===== src/rtl/music_box_pkg.sv =====
// Shared envelope state encoding and default envelope shape for the music box key bank.
package music_box_pkg;

    typedef enum logic [2:0] {
        ENV_IDLE    = 3'd0,
        ENV_ATTACK  = 3'd1,
        ENV_DECAY   = 3'd2,
        ENV_SUSTAIN = 3'd3,
        ENV_RELEASE = 3'd4
    } env_state_t;

    localparam int DEF_ATTACK_STEP   = 32;
    localparam int DEF_DECAY_STEP    = 3;
    localparam int DEF_SUSTAIN_LEVEL = 200;
    localparam int DEF_RELEASE_STEP  = 2;

    localparam logic [4:0] PLAY_STATE_A = 5'd0;
    localparam logic [4:0] PLAY_STATE_B = 5'd4;

    function automatic logic play_allowed(input logic [4:0] st);
        return (st == PLAY_STATE_A) || (st == PLAY_STATE_B);
    endfunction

endpackage


===== src/rtl/envelope_channel.sv =====
// One ADSR envelope channel: edge-detects its key on tick cycles and steps a saturating amplitude.
//
// state       | meaning
// ENV_IDLE    | silent, amplitude 0
// ENV_ATTACK  | rising by ATTACK_STEP toward full scale
// ENV_DECAY   | falling by DECAY_STEP toward SUSTAIN_LEVEL
// ENV_SUSTAIN | holding SUSTAIN_LEVEL while key held
// ENV_RELEASE | falling by RELEASE_STEP toward 0
module envelope_channel
    import music_box_pkg::*;
#(
    parameter int AMP_WIDTH     = 8,
    parameter int ATTACK_STEP   = DEF_ATTACK_STEP,
    parameter int DECAY_STEP    = DEF_DECAY_STEP,
    parameter int SUSTAIN_LEVEL = DEF_SUSTAIN_LEVEL,
    parameter int RELEASE_STEP  = DEF_RELEASE_STEP
) (
    input  logic                 i_clk,
    input  logic                 i_clear,
    input  logic                 i_reset,
    input  logic                 i_tick,
    input  logic                 i_key,
    output logic [AMP_WIDTH-1:0] o_amp,
    output logic                 o_active
);

    localparam int AW1 = AMP_WIDTH + 1;
    localparam logic [AW1-1:0] AMP_MAX = {1'b0, {AMP_WIDTH{1'b1}}};
    localparam logic [AW1-1:0] SUS_LVL = AW1'(SUSTAIN_LEVEL);

    env_state_t             r_state;
    logic [AMP_WIDTH-1:0]   r_amp;
    logic                   r_prev;
    logic                   r_armed;

    env_state_t             w_eff_state;
    logic                   w_press;
    logic                   w_release;
    logic [AW1-1:0]         w_amp_ext;
    logic [AW1-1:0]         w_att;
    logic [AW1-1:0]         w_dec;
    logic [AW1-1:0]         w_rel;

    assign w_amp_ext = {1'b0, r_amp};
    assign w_att     = w_amp_ext + AW1'(ATTACK_STEP);
    assign w_dec     = w_amp_ext - AW1'(DECAY_STEP);
    assign w_rel     = w_amp_ext - AW1'(RELEASE_STEP);

    // A key held down through reset stays disarmed until it has been seen released.
    assign w_press   = r_armed & r_prev & ~i_key;
    assign w_release = ~r_prev & i_key;

    always_comb begin
        w_eff_state = r_state;
        if (w_press) begin
            w_eff_state = ENV_ATTACK;
        end else if (w_release && (r_state == ENV_ATTACK || r_state == ENV_DECAY ||
                                   r_state == ENV_SUSTAIN)) begin
            w_eff_state = ENV_RELEASE;
        end
    end

    always_ff @(posedge i_clk) begin
        if (i_clear) begin
            r_state <= ENV_IDLE;
            r_amp   <= '0;
            r_prev  <= 1'b1;
            r_armed <= i_reset ? i_key : 1'b1;
        end else if (i_tick) begin
            r_prev  <= i_key;
            r_armed <= r_armed | i_key;
            r_state <= w_eff_state;
            case (w_eff_state)
                ENV_ATTACK: begin
                    if (w_att >= AMP_MAX) begin
                        r_amp   <= AMP_MAX[AMP_WIDTH-1:0];
                        r_state <= ENV_DECAY;
                    end else begin
                        r_amp   <= w_att[AMP_WIDTH-1:0];
                    end
                end
                ENV_DECAY: begin
                    if (w_dec[AW1-1] || (w_dec <= SUS_LVL)) begin
                        r_amp   <= SUS_LVL[AMP_WIDTH-1:0];
                        r_state <= ENV_SUSTAIN;
                    end else begin
                        r_amp   <= w_dec[AMP_WIDTH-1:0];
                    end
                end
                ENV_RELEASE: begin
                    if (w_rel[AW1-1] || (w_rel == '0)) begin
                        r_amp   <= '0;
                        r_state <= ENV_IDLE;
                    end else begin
                        r_amp   <= w_rel[AMP_WIDTH-1:0];
                    end
                end
                default: ;
            endcase
        end
    end

    assign o_amp    = r_amp;
    assign o_active = (r_state != ENV_IDLE);

endmodule


===== src/rtl/music_key_envelope_bank.sv =====
// Bank of per-key envelope generators sharing a 1 kHz tick, with play-state gating and an amplitude summer.
module music_key_envelope_bank
    import music_box_pkg::*;
#(
    parameter int NUM_KEYS      = 6,
    parameter int AMP_WIDTH     = 8,
    parameter int TICK_DIV      = 32,
    parameter int ATTACK_STEP   = DEF_ATTACK_STEP,
    parameter int DECAY_STEP    = DEF_DECAY_STEP,
    parameter int SUSTAIN_LEVEL = DEF_SUSTAIN_LEVEL,
    parameter int RELEASE_STEP  = DEF_RELEASE_STEP
) (
    input  logic                                          CLK_32Khz,
    input  logic                                          reset,
    input  logic [4:0]                                    currentState,
    input  logic [NUM_KEYS-1:0]                           input_MusicKey,
    output logic [NUM_KEYS*AMP_WIDTH-1:0]                 envelope_Amplitude,
    output logic [NUM_KEYS-1:0]                           envelope_Active,
    output logic [AMP_WIDTH+$clog2(NUM_KEYS+1)-1:0]       envelope_Sum
);

    localparam int SUM_W = AMP_WIDTH + $clog2(NUM_KEYS + 1);
    localparam int CNT_W = (TICK_DIV > 1) ? $clog2(TICK_DIV) : 1;
    localparam logic [CNT_W-1:0] CNT_LAST = CNT_W'(TICK_DIV - 1);

    logic [CNT_W-1:0] r_tick_cnt;
    logic [SUM_W-1:0] r_sum;
    logic [SUM_W-1:0] w_sum;
    logic             w_tick;
    logic             w_clear;

    assign w_tick  = (r_tick_cnt == CNT_LAST);
    // Leaving a play state silences every channel on the very next clock, tick or not.
    assign w_clear = reset | ~play_allowed(currentState);

    always_ff @(posedge CLK_32Khz) begin
        if (reset || w_tick) begin
            r_tick_cnt <= '0;
        end else begin
            r_tick_cnt <= r_tick_cnt + CNT_W'(1);
        end
    end

    for (genvar k = 0; k < NUM_KEYS; k++) begin : g_key
        envelope_channel #(
            .AMP_WIDTH     (AMP_WIDTH),
            .ATTACK_STEP   (ATTACK_STEP),
            .DECAY_STEP    (DECAY_STEP),
            .SUSTAIN_LEVEL (SUSTAIN_LEVEL),
            .RELEASE_STEP  (RELEASE_STEP)
        ) u_channel (
            .i_clk    (CLK_32Khz),
            .i_clear  (w_clear),
            .i_reset  (reset),
            .i_tick   (w_tick),
            .i_key    (input_MusicKey[k]),
            .o_amp    (envelope_Amplitude[k*AMP_WIDTH +: AMP_WIDTH]),
            .o_active (envelope_Active[k])
        );
    end

    always_comb begin
        w_sum = '0;
        for (int k = 0; k < NUM_KEYS; k++) begin
            w_sum = w_sum + SUM_W'(envelope_Amplitude[k*AMP_WIDTH +: AMP_WIDTH]);
        end
    end

    always_ff @(posedge CLK_32Khz) begin
        if (reset) begin
            r_sum <= '0;
        end else begin
            r_sum <= w_sum;
        end
    end

    assign envelope_Sum = r_sum;

endmodule


===== config.mk =====
export PLATFORM = sky130hd
export DESIGN_NAME = music_key_envelope_bank
export DESIGN_NICKNAME = d
export VERILOG_FILES = /design/src/rtl/music_box_pkg.sv /design/src/rtl/envelope_channel.sv /design/src/rtl/music_key_envelope_bank.sv
export SDC_FILE = /design/constraint.sdc
export NUM_CORES = 1
export LEC_CHECK = 0
export CAP_MARGIN = 10
export CORE_MARGIN = 2
export CORE_UTILIZATION = 44
export CTS_BUF_LIST = sky130_fd_sc_hd__clkbuf_8
export CTS_CLUSTER_DIAMETER = 120
export DETAILED_ROUTE_END_ITERATION = 16
export GPL_TIMING_DRIVEN = 1
export PLACE_DENSITY = 0.7
export SLEW_MARGIN = 0
export SYNTH_ARGS = -nofsm -noshare
export SYNTH_HDL_FRONTEND = slang
export SYNTH_HIERARCHICAL = 1
export SYNTH_SLANG_ARGS = --single-unit

===== constraint.sdc =====
create_clock -name CLK_32Khz -period 7.72 [get_ports CLK_32Khz]
set_clock_uncertainty 0.05 [all_clocks]
set_input_delay 0.772 -clock CLK_32Khz [delete_from_list [all_inputs] [get_ports CLK_32Khz]]
set_output_delay 0.772 -clock CLK_32Khz [all_outputs]
set_load 0.02 [all_outputs]

==> results of run 1 <==
[state kept, by name, indices dropped and copies added (netlist names)]
| signal | flops |
|---|---|
| g_key.u_channel/o_amp | 48 |
| g_key.u_channel/r_state | 18 |
| envelope_Sum | 11 |
| g_key.u_channel/r_armed | 6 |
| g_key.u_channel/r_prev | 6 |
| r_tick_cnt | 5 |
[worst register-to-register path, stage by stage, from the launching register on]
cell,delay (ns)
dfxtp_1,0.77
inv_1,0.15
fa_1,0.57
inv_1,0.06
fa_1,0.52
inv_1,0.05
fa_1,0.59
inv_1,0.06
ha_1,0.31
a211oi_2,0.18
nor2_1,0.12
or4_4,0.49
o211ai_2,0.08
[area by class of cell]
cell class	instances	area (um2)	share of cell area [%]
tap	285	357	3.18
timing repair buffer	79	783	6.99
clock inverter	6	71.3	0.636
multi-input combinational	934	7340	65.5
clock buffer	10	138	1.23
inverter	155	582	5.19
sequential	94	1940	17.3
[kinds of logic (layout without fill, tap and decap cells)]
family                   Yosys count  after routing  share of synthesized area, %
adder cells (fa/ha/maj)          102            102                          15.0
multiplexers                      13             13                          1.36
AND/OR/NAND/NOR                  423            423                          25.1
flip-flops                        94             94                          19.2
buffers and inverters            193            250                          8.15
AO/OA/AOI/OAI                    358            358                          27.8
XOR/XNOR                          38             38                          3.30
[synthesized netlist by cell type, types with 14 or more instances]
cell type	number
a21oi_1	32
a211oi_1	31
a311oi_1	18
o211ai_1	18
fa_1	32
nand2_1	74
nor2_1	59
xor2_1	19
inv_1	143
ha_1	70
nand3_1	37
nand2b_1	32
nor2b_1	23
and2_1	18
clkbuf_1	14
dfxtp_1	88
xnor2_1	19
nor3_1	58
a31oi_1	18
o21ai_0	80
[final timing paths]
kind / startpoint / to
setup / recovery: g_key[0].u_channel/o_amp[3]$_SDFFE_PP0P_ / envelope_Sum[7]$_SDFF_PP0_
hold reg to reg: r_tick_cnt[0]$_SDFF_PP0_ / r_tick_cnt[0]$_SDFF_PP0_
hold / removal: r_tick_cnt[0]$_SDFF_PP0_ / r_tick_cnt[0]$_SDFF_PP0_
setup reg to reg: g_key[0].u_channel/o_amp[3]$_SDFFE_PP0P_ / envelope_Sum[7]$_SDFF_PP0_
[through the flow]
| step | setup WS [ns] | hold slack, ns | instances |
|---|---|---|---|
| global route | 3.45 | 0.468 | 1563 |
| detailed placement | 3.67 | 0.414 | 1547 |
| floorplan | 4.04 | 0.382 | 1221 |
| CTS | 3.65 | 0.429 | 1563 |
| global placement | 3.68 | 0.403 | 1547 |
| finish | 3.66 | 0.440 | 1563 |
[routing by layer]
| layer | global-route usage (%) | vias up | routed length, um |
|---|---|---|---|
| met4 | 7.25 | 0 | 493 |
| met1 | 31.4 | 4542 | 13000 |
| li1 | - | 4592 | - |
| met2 | 37.4 | 308 | 12700 |
| met5 | 0 | - | 0 |
| met3 | 2.14 | 40 | 1330 |
[power by group through the flow]
stage | Combinational [W] | Clock, W | Sequential, W
final | 0.0000347 | 0.000357 | 0.000495
after global routing | 0.0000388 | 0.000387 | 0.000496
after CTS | 0.0000347 | 0.000368 | 0.000495
after detailed placement | 0.0000346 | 0 | 0.000506
after global placement | 0.0000339 | 0 | 0.000506
after floorplan | 0.0000209 | 0 | 0.000506
==> results, run 1 <==
- The count of standard-cell rows is 55.
- The portion of total power attributed to sequential cells is between 50 and 60%.
- The cell at the slowest stage of the critical path is dfxtp_1.
- The internal power summed over all cells is 0.000667 W.
- The leakage power is between 3 and 4 nW.
- The dominant cell type by area after synthesis is dfxtp_1.
- between 70 and 80 I/O pins were placed.
- Clock tree synthesis selected as its root buffer the cell clkbuf_8.
- TritonCTS built the clock tree.
- Adding up every negative setup slack in the final design gives 0 ns.
- The part of the total power dissipated in the clock network is 40.3%.
- The floorplan step set the die width to about 160 um.
- The worst reg-to-reg setup slack is between 3 and 4 ns.
- The cell that appears most often on the critical path is inv_1.
- In the global route stage, overall resource usage came out at 22.7%.
- The classification of the worst setup path is flop to flop.
- The repair_antennas step left the layout with diodes totalling 0.
- Clock tree synthesis inserted a total of 9 buffers.
- The maximum number of pins on one net before global-route repair is 72.
- STA classifies the critical path startpoint as a flop.
- After clock tree synthesis, the repair step resized 0 gates.
- The clock latency reported for the late side of the worst-skew pair is about 0.38 ns.
- The top cell type by area accounts for 17.5% of the synthesized area.
- The total iterations of the first detailed-routing run is 5.
- The maximum clock frequency is about 0.25 GHz.
- The detail route stage leaves a number of antenna-violating nets equal to 0.
- The cell area after synthesis is ~10000 um2.
- Measured along the y axis, the die boundary spans around 160 um.
- The area inside the core boundary is about 23000 um2.
- After global routing the overflow that remains totals 0.
- After legalization and detailed placement, the total HPWL measured between 15 and 20 mm.
- For this design the ratio of total power to cell area is between 70 and 80 nW/um2.
- The fraction of final layout cells with drive strength greater than 1 is slightly above 9%.
- The first global-routing pass estimated around 45 mm of wire.
- The final critical-path share of the clock period is a little over half.
- The area added between synthesis and finish is 11.1%.
- In this run the post-CTS setup repair buffer count came out at 0.
- The most common cell after layout, fill and taps aside is inv_1.
- Across the VDD grid, the largest voltage drop is roughly 70 uV.
- The transition at the pin with the smallest max-transition slack is roughly 0.80 ns.
- The via count is 9482.
- The count of flip-flops with a built-in enable after synthesis is 6.
- The number of synthesized register bits is 94.
- The count of warnings emitted by yosys is 6.
- The path length in cells of the critical path is 12.
- The top cell types in the final layout, fill and taps aside, are 143 x inv_1, 88 x dfxtp_1, 80 x o21ai_0.
- The initial antenna violation count is 0.
- The number of global-route vias before repair is approximately 9000.
- The portion of total power attributed to combinational logic is between 3 and 4%.
- The total of hold buffers inserted after clock tree synthesis is 0.
- The synthesized area per cell is 8.26 um2.
- The flow ran to the end, and the final reports show no timing, DRC or antenna violations.
- The critical path required time is 7.99 ns.
- The count of buffers added on input and output ports is 76.
- In the final design database the tool counted roughly 1400 nets.
- The share of synthesized flip-flops with an asynchronous set or reset is 0%.
- The clock net in this run drives a total of between 90 and 100 sinks.
- Among cell families on the critical path, the largest total delay comes from adder cells.
- The per-cell via count in the routed design is around 6.
- The remaining routing DRC violations is 0.
- Counting instances, the worst hold path has a depth of 1.
- The sequential area share after synthesis is 19.2%.
- The worst path needs about 4.1 ns of the cycle, external delays included.
- The clock-pin slew on the worst setup and hold paths is ~0.10 ns.
- The final number of max-transition violations is 0.
- The tightest slew margin relative to the limit is a little under half.
- In this run the worst path has a maximum fanout of 16.
- The routed design has between 20 and 30 mm of wire.
- The worst path arrival time is 4.33 ns.
- Setup repair after global routing left no endpoint under its margin.
- On the worst path, the slowest cell contributes a delay of roughly 0.77 ns.
- By area the synthesized netlist is led by dfxtp_1 17%, ha_1 8.7%, fa_1 6.3%.
- After filler insertion, the fill cell instance count of the layout stands at about 2200.
- The class of the worst hold path is flop to flop.
- Setup violations remaining at the end of the flow were counted as 0.
- The final core utilization is approximately half.
- After the first detailed-routing iteration, the DRC count stood at between 500 and 600.
- The overall power is between 0.0008 and 0.0009 W.
- The die area is roughly 24000 um2.
- For this design the total switching power over the nets is between 0.0002 and 0.00025 W.
- Together, buffers and inverters on the worst path number 4.
- The number of instances in the synthesized netlist is around 1200.
- The per-cell routed wire length is approximately 18 um.
- The fraction of power spent switching nets is 24.8%.
- The reported max-cap violation count is 0.
- Routability-driven placement finished with a final weighted congestion of between 0.9 and 1.
- After synthesis, the netlist uses 69 different library cells.
- Summing all placed instances gives a cell area of 11000 um2.
- The initial standard-cell utilization of the core is about 45%.
- The final design area excluding fillers is ~11000 um2.
- The most used flip-flop cell after synthesis is dfxtp_1.
- The largest buffer count on any clock path is 2.
- Measured in cells, the most critical reg-to-reg path has a length of 12.
- The H-tree generated during clock tree synthesis spans 3 levels.
- The signal on the critical path passes through inv_1 > fa_1 > inv_1 > fa_1 > inv_1 > fa_1 > inv_1 > ha_1 > a211oi_2 > nor2_1 > or4_4 > o211ai_2.
- The worst setup path is captured at a flop.
- The number of hold violations in the final report is 0.
- The total nets after synthesis is 1336.
No activity file was read; power rests on OpenSTA's default activity.
==> inputs of run 2 (changes only) <==
--- a/config.mk
+++ b/config.mk
@@ -12,7 +12,7 @@
 export CTS_CLUSTER_DIAMETER = 120
 export DETAILED_ROUTE_END_ITERATION = 16
 export GPL_TIMING_DRIVEN = 1
-export PLACE_DENSITY = 0.7
+export PLACE_DENSITY = 0.72
 export SLEW_MARGIN = 0
 export SYNTH_ARGS = -nofsm -noshare
 export SYNTH_HDL_FRONTEND = slang
==> constraint.sdc (replaced) <==
create_clock -name CLK_32Khz -period 3.4 [get_ports CLK_32Khz]
set_clock_uncertainty 0.05 [all_clocks]
set_input_delay 0.34 -clock CLK_32Khz [delete_from_list [all_inputs] [get_ports CLK_32Khz]]
set_output_delay 0.34 -clock CLK_32Khz [all_outputs]
set_load 0.02 [all_outputs]
==> run 2 against run 1 <==
  * The flow now finishes with violations (setup timing)
  * Non-clock buffer count up 53
  * Worst setup slack worse by 3.7 ns
  * Combinational power is 130% higher
  * Total power grew 130%
  * Critical path depth grew 2
==> results, run 2 (synthesis results as in run 1) <==
- The run finished, with violations left.
- The checks that failed: setup timing.
- The startpoint of the worst-slack reg-to-reg timing path is g_key[2].u_channel/o_amp[2]$_SDFFE_PP0P_.
- The classification of the worst setup path is flop to flop.
- The remaining antenna violation count is 0 (unchanged).
- The number of global-route vias before repair is 9409 (+5.0%).
- The total number of clock tree sinks is 94 (unchanged).
- The antenna cell count is 0 (unchanged).
- The area added between synthesis and finish is 16.4%.
- The startpoint identified for the worst hold timing path is r_tick_cnt[0]$_SDFF_PP0_.
- The transition at the pin with the smallest max-transition slack is 0.580 ns (-0.221 ns).
- The fraction of final layout cells with drive strength greater than 1 is 15.6% (+6.5 points).
- The clock period minus final worst setup slack is 3.40 ns (-0.658 ns).
- The most prevalent standard cell on the critical path is inv_2.
- The clock-pin slew on the worst setup and hold paths is 0.09 ns (about the same).
- The die width is 155 um (unchanged).
- TritonCTS built the clock tree.
- The remaining routing DRC violations is 0 (unchanged).
- The total CTS buffers came to 9 (unchanged).
- The count of standard-cell rows is 55 (unchanged).
- The placer's final routability congestion estimate was 0.943 (-0.54%).
- The critical path required time is 3.63 ns (-4.36 ns).
- The final routed wirelength across all metal layers is 28.1 mm (+2.0%).
- The total iterations of the first detailed-routing run was 5 (unchanged).
- The DRC violation total after the first TritonRoute iteration is 853 (+43%).
- The final core utilization is 52.0% (+2.4 points).
- The overall power came to 0.00200 W (+130%).
- The largest fanout of any net on the critical path is 3 (-13).
- For this design, the slowest cell found on the critical path is fa_1.
- The largest stage delay on the critical path is 0.55 ns (-0.22 ns).
- The global-route wire length before repair is 46.7 mm (+2.8%).
- The via count came to 9774 (+3.1%).
- The maximum clock frequency is 0.294 GHz (+19%).
- The count of input and output buffers is 76 (unchanged).
- The worst path arrival time came to 3.63 ns (-0.70 ns).
- The die height is 155 um (unchanged).
- In the layout the commonest cells are 138 x inv_1, 79 x o21ai_0, 76 x clkdlybuf4s50_1.
- The area inside the core boundary is 22600 um2 (unchanged).
- The filler cell count in the final layout is 2111 (-2.8%).
- The final number of setup-violating endpoints is 1 (+1).
- The library cell used most frequently in the layout, excluding fill and tap cells, is inv_1.
- The maximum resistive drop on vdd was 170 uV (+140%).
- The number of hold violations in the final report came to 0 (unchanged).
- The number of nets in the layout is 1441 (+3.8%).
- The final number of max-transition violations came to 0 (unchanged).
- The class of the worst hold path is flop to flop.
- The clock latency reported for the late side of the worst-skew pair came to 0.38 ns (about the same).
- The initial standard-cell utilization of the core is 44.7% (unchanged).
- The total overflow reported by the global router is 0 (unchanged).
- The setup slack of the critical path after layout came to -0.00153 ns (-3.66 ns).
- Setup repair after global routing could not meet its margin everywhere.
- The maximum level of the CTS H-tree is 3 (unchanged).
- The global-route total usage across every layer is 23.3% (+0.55 points).
- The worst setup path is captured at a flop.
- The per-cell via count in the routed design is 6.05 (-0.30%).
- The total half-perimeter wirelength after legalization and detailed placement came to 21.1 mm (+6.0%).
- The number of flip-flops under the largest register name is 48 (unchanged).
- The leakage power is 4.25 nW (+7.6%).
- The die area was 24200 um2 (unchanged).
- The reported max-cap violation count is 0 (unchanged).
- The worst setup path is launched from a flop.
- The final critical-path share of the clock period was 100% (+47 points).
- The per-cell routed wire length was 17.4 um (-1.3%).
- The total power divided by cell area is 170 nW/um2 (+110%).
- The total of hold buffers inserted after clock tree synthesis is 0 (unchanged).
- The master cell of the clock root buffer is clkbuf_8.
- The top-level I/O count is 78 (unchanged).
- The maximum number of pins on one net before global-route repair is 50 (-31%).
- The tightest slew margin relative to the limit is 61.3% (+15 points).
- The worst hold margin came to 0.443 ns (+0.00300 ns).
- The initial antenna violation count was 0 (unchanged).
- Tracing the worst setup path back leads to its startpoint at g_key[2].u_channel/o_amp[2]$_SDFFE_PP0P_.
- The critical path goes through inv_2 > fa_1 > inv_2 > fa_1 > inv_2 > fa_1 > inv_1 > ha_2 > inv_2 > fa_2 > nor2b_4 > o31a_1 > o21a_1 > o21ba_2.
- The largest buffer count on any clock path is 2 (unchanged).
run 2: metal layers:
metal | part of all wire [%] | vias up | GRT usage, %
li1 | - | 4695 | -
met1 | 46 | 4673 | 31.7
met2 | 47 | 369 | 38.5
met3 | 5.5 | 37 | 3.06
met4 | 2.0 | 0 | 6.95
met5 | 0 | - | 0
run 2: worst max-delay path, delay by kind of cell (launching register included):
kind	cells	cell delay (ns)
adders and majority gates	5	1.94
buffers and inverters	5	0.22
AOI/OAI and AO/OA	3	0.67
DFF	1	0.36
and+or+nand+nor	1	0.05
run 2: report_power, final:
group / total, W / switching (W) / internal (W)
Sequential: 0.00112 / 0.00000501 / 0.00111
Combinational: 0.0000813 / 0.0000503 / 0.0000310
Clock: 0.000797 / 0.000416 / 0.000381
run 2: through the flow:
stage          instance area [um2]  worst slack (ns)  instances  setup TNS [ns]
6_report                     11700          -0.00153       1616        -0.00153
5_1_grt                      11700            -0.121       1616          -0.274
4_1_cts                      11700           -0.0330       1616         -0.0330
3_3_place_gp                 11500           -0.0468       1600         -0.0849
3_5_place_dp                 11500            -0.139       1600          -0.370
2_1_floorplan                10200           0.00613       1221               0
run 2: area by class of cell:
cell class              instances  area [um2]  share of cell area [%]
clock buffers                  11         151                    1.29
inverters                     155         582                    4.95
repair buffers                132        1210                    10.3
well taps                     285         357                    3.04
clock inverters                 5        56.3                   0.479
flip-flops and latches         94        1990                    16.9
multi-input cells             934        7400                    63.0
run 2: repair_timing:
action,4_1_cts,5_1_grt
setup endpoints to repair,5,5
pin swaps,7,2
endpoints found under the hold margin,0,0
cloned,0,0
resized for setup,6,7
setup buffers,0,0
run 2: worst paths after layout:
check | slack [ns] | endpoint | depth (start not counted)
worst max-delay path | -0.002 | envelope_Sum[10]$_SDFF_PP0_ | 14
worst min-delay path | 0.44 | r_tick_cnt[0]$_SDFF_PP0_ | 1
worst max register to register | -0.002 | envelope_Sum[10]$_SDFF_PP0_ | 14
worst min register to register | 0.44 | r_tick_cnt[0]$_SDFF_PP0_ | 1
==> inputs of run 3 (changes only) <==
--- a/config.mk
+++ b/config.mk
@@ -7,12 +7,12 @@
 export LEC_CHECK = 0
 export CAP_MARGIN = 10
 export CORE_MARGIN = 2
-export CORE_UTILIZATION = 44
+export CORE_UTILIZATION = 30
 export CTS_BUF_LIST = sky130_fd_sc_hd__clkbuf_8
 export CTS_CLUSTER_DIAMETER = 120
 export DETAILED_ROUTE_END_ITERATION = 16
 export GPL_TIMING_DRIVEN = 1
-export PLACE_DENSITY = 0.72
+export PLACE_DENSITY = 0.55
 export SLEW_MARGIN = 0
 export SYNTH_ARGS = -nofsm -noshare
 export SYNTH_HDL_FRONTEND = slang
==> run 3 against run 2 <==
  * The flow still finishes with violations (setup timing)
  * Design area rose by 2.5%
  * Critical path depth did not move
  * Via count fell by 1.9%
  * Clock power rose by 8.8%
  * Worst setup slack got worse by 0.0066 ns
  * Total power rose by 3.5%
  * Critical endpoint unchanged
==> results, run 3 (synthesis results as in run 1) <==
- The total of hold buffers inserted after clock tree synthesis is 0 (unchanged).
- The instance area at placement came to 11700 um2 (+2.1%).
- The global-route total usage across every layer is 17.0% (-6.2 points).
- The worst reg2reg path endpoint is envelope_Sum[10]$_SDFF_PP0_.
- The transition at the pin with the smallest max-transition slack is 0.652 ns (+0.0722 ns).
- The final number of max-transition violations is 0 (unchanged).
- The logic depth of the worst register-to-register path is 14 (unchanged).
- The cell family contributing the most delay on the critical path is adder cells.
- The tightest slew margin relative to the limit is 56.5% (-4.7 points).
- The worst setup path is captured at a flop.
- Compared with the post-synthesis result, the final layout area differs by 19.3%.
- The via count is 9584 (-1.9%).
- Setup repair after global routing could not meet its margin everywhere.
- The total iterations of the first detailed-routing run is 5 (unchanged).
- The worst hold path depth came to 1 (unchanged).
- The number of global-route vias before repair is 9218 (-2.0%).
- The die height is 187 um (+21%).
- The largest fanout of any net on the critical path was 3 (unchanged).
- The initial antenna violation count is 0 (unchanged).
- The per-cell via count in the routed design came to 5.37 (-11%).
- The setup slack of the critical path after layout is -0.00810 ns (-0.00657 ns).
- The largest buffer count on any clock path is 2 (unchanged).
- The final reports fail on setup timing.
- The total CTS buffers is 9 (unchanged).
- The number of flip-flops under the largest register name came to 48 (unchanged).
- The path length in cells of the critical path is 14 (unchanged).
- The critical path required time is 3.64 ns (about the same).
- The antenna cell count is 0 (unchanged).
- The startpoint of the worst-slack reg-to-reg timing path is g_key[0].u_channel/o_amp[2]$_SDFFE_PP0P_.
- In the layout the commonest cells are 136 x inv_1, 79 x o21ai_0, 76 x clkdlybuf4s50_1.
- The count of input and output buffers came to 76 (unchanged).
- The startpoint of the lowest-slack hold path is r_tick_cnt[0]$_SDFF_PP0_.
- The placer's final routability congestion estimate is 0.919 (-2.5%).
- In this design, the critical path's most frequently occurring cell is inv_2.
- The maximum number of pins on one net before global-route repair is 38 (-24%).
- The largest stage delay on the critical path is 0.55 ns (about the same).
- The total power divided by cell area was 172 nW/um2 (+0.99%).
- The register area is 1990 um2 (about the same).
- The filler cell count in the final layout is 3520 (+67%).
- The count of standard-cell rows was 67 (+22%).
- The part of the total power dissipated in the clock network came to 42.0% (+2.1 points).
- The area inside the core boundary was 33400 um2 (+48%).
- The fraction of final layout cells with drive strength greater than 1 is 16.4% (+0.74 points).
- The worst path buffer plus inverter count is 5 (unchanged).
- The maximum clock frequency was 0.293 GHz (-0.19%).
- The total overflow reported by the global router is 0 (unchanged).
- The portion of total power attributed to combinational logic is 3.9% (-0.2 points).
- The final design area excluding fillers is 12000 um2 (+2.5%).
- The clock latency reported for the late side of the worst-skew pair is 0.38 ns (about the same).
- The number of nets in the layout is 1448 (+0.49%).
- The final routed wirelength across all metal layers is 30.0 mm (+7.0%).
- The class of the worst hold path is flop to flop.
- The final critical-path share of the clock period came to 100% (+0.19 points).
- The maximum resistive drop on vdd came to 140 uV (-18%).
- The clock-pin slew on the worst setup and hold paths is 0.10 ns (about the same).
- The net load switching power is 0.000487 W (+3.3%).
- The total half-perimeter wirelength after legalization and detailed placement is 23.0 mm (+8.8%).
- The largest individual stage delay along the critical path comes from the cell fa_1.
- The portion of total power attributed to sequential cells was 54.1% (-1.9 points).
- The signal on the critical path passes through inv_2 > fa_1 > inv_2 > fa_1 > inv_2 > fa_1 > inv_2 > ha_4 > inv_2 > fa_2 > nor2b_4 > o31a_1 > o21a_1 > o21ba_2.
- The die width is 187 um (+21%).
- The clock period minus final worst setup slack came to 3.41 ns (+0.00657 ns).
- The DRC violation total after the first TritonRoute iteration is 662 (-22%).
- The sink of the worst hold path is r_tick_cnt[0]$_SDFF_PP0_.
- The CTS tree is done.
- The leakage power is 4.29 nW (+1.0%).
- The initial standard-cell utilization of the core is 30.2% (-14 points).
- The remaining routing DRC violations is 0 (unchanged).
- The global-route wire length before repair is 49.2 mm (+5.5%).
- The fraction of power spent switching nets is 23.6% (-0.038 points).
- The internal power summed over all cells is 0.00158 W (+3.6%).
- The reported max-cap violation count is 0 (unchanged).
- The multi-input combinational cell area was 7420 um2 (+0.25%).
- The remaining antenna violation count is 0 (unchanged).
- The final core utilization came to 36.1% (-16 points).
- The top-level I/O count is 78 (unchanged).
- The worst reg-to-reg setup slack was -0.008 ns (about the same).
- The master cell of the clock root buffer is clkbuf_8.
- The total number of clock tree sinks was 94 (unchanged).
- The final number of setup-violating endpoints was 1 (unchanged).
- By startpoint and endpoint, the worst setup path is classified as flop to flop.
- The number of hold violations in the final report is 0 (unchanged).
- The die area was 35100 um2 (+45%).
- The nature of the critical path startpoint is a flop.
- Leaving out fill and tap cells, the most frequent cell in the layout is inv_1.
- The per-cell routed wire length was 16.8 um (-3.2%).
- The flow ran to the end, but the final reports show violations.
- The maximum level of the CTS H-tree is 3 (unchanged).
- The worst path arrival time is 3.65 ns (+0.02 ns).
[run 3: area by class of cell]
cell class | count | share of cell area, %
clock inverters | 6 | 0.717
well taps | 448 | 4.66
inverters | 155 | 4.83
multi-input cells | 934 | 61.6
repair buffers | 139 | 10.5
clock buffers | 10 | 1.14
flip-flops and latches | 94 | 16.5
[run 3: power groups by stage]
stage / sequential, W / clock (W) / combinational [W]
3_3_place_gp: 0.00114 / 0 / 0.0000808
3_5_place_dp: 0.00114 / 0 / 0.0000814
4_1_cts: 0.00112 / 0.000903 / 0.0000819
6_report: 0.00112 / 0.000867 / 0.0000815
2_1_floorplan: 0.00114 / 0 / 0.0000474
5_1_grt: 0.00112 / 0.000940 / 0.0000920
[run 3: how the worst max path moves through the flow]
stage                                                        start                     endpoint
after global placement    g_key[0].u_channel/o_amp[2]$_SDFFE_PP0P_   envelope_Sum[8]$_SDFF_PP0_
after global routing      g_key[0].u_channel/o_amp[2]$_SDFFE_PP0P_  envelope_Sum[10]$_SDFF_PP0_
after detailed placement  g_key[0].u_channel/o_amp[2]$_SDFFE_PP0P_   envelope_Sum[8]$_SDFF_PP0_
after CTS                 g_key[2].u_channel/o_amp[2]$_SDFFE_PP0P_  envelope_Sum[10]$_SDFF_PP0_
after floorplan           g_key[3].u_channel/o_amp[6]$_SDFFE_PP0P_  envelope_Sum[10]$_SDFF_PP0_
final                     g_key[0].u_channel/o_amp[2]$_SDFFE_PP0P_  envelope_Sum[10]$_SDFF_PP0_
[run 3: metrics by stage]
step                setup TNS (ns)  instances  worst slack [ns]  total power (W)  hold slack (ns)
CTS                              0       1785           0.00248          0.00210            0.418
global route                -0.259       1786            -0.106          0.00215            0.441
global placement            -0.139       1768           -0.0720          0.00122            0.396
finish                    -0.00810       1786          -0.00810          0.00207            0.414
floorplan                        0       1221           0.00613          0.00119            0.382
detailed placement          -0.205       1768           -0.0864          0.00122            0.403
[run 3: per-layer routing]
metal	vias up	wire, um	global-route usage, %
met1	4570	14500	23.6
met5	-	0	0
met3	52	1360	2.27
li1	4700	-	-
met4	0	715	5.78
met2	262	13500	27.3
[run 3: what timing repair did]
item                                    CTS  global route
gates resized for setup                   6            12
endpoints found under the setup margin    4             5
buffers inserted                          1             1
pin swaps                                 9             9
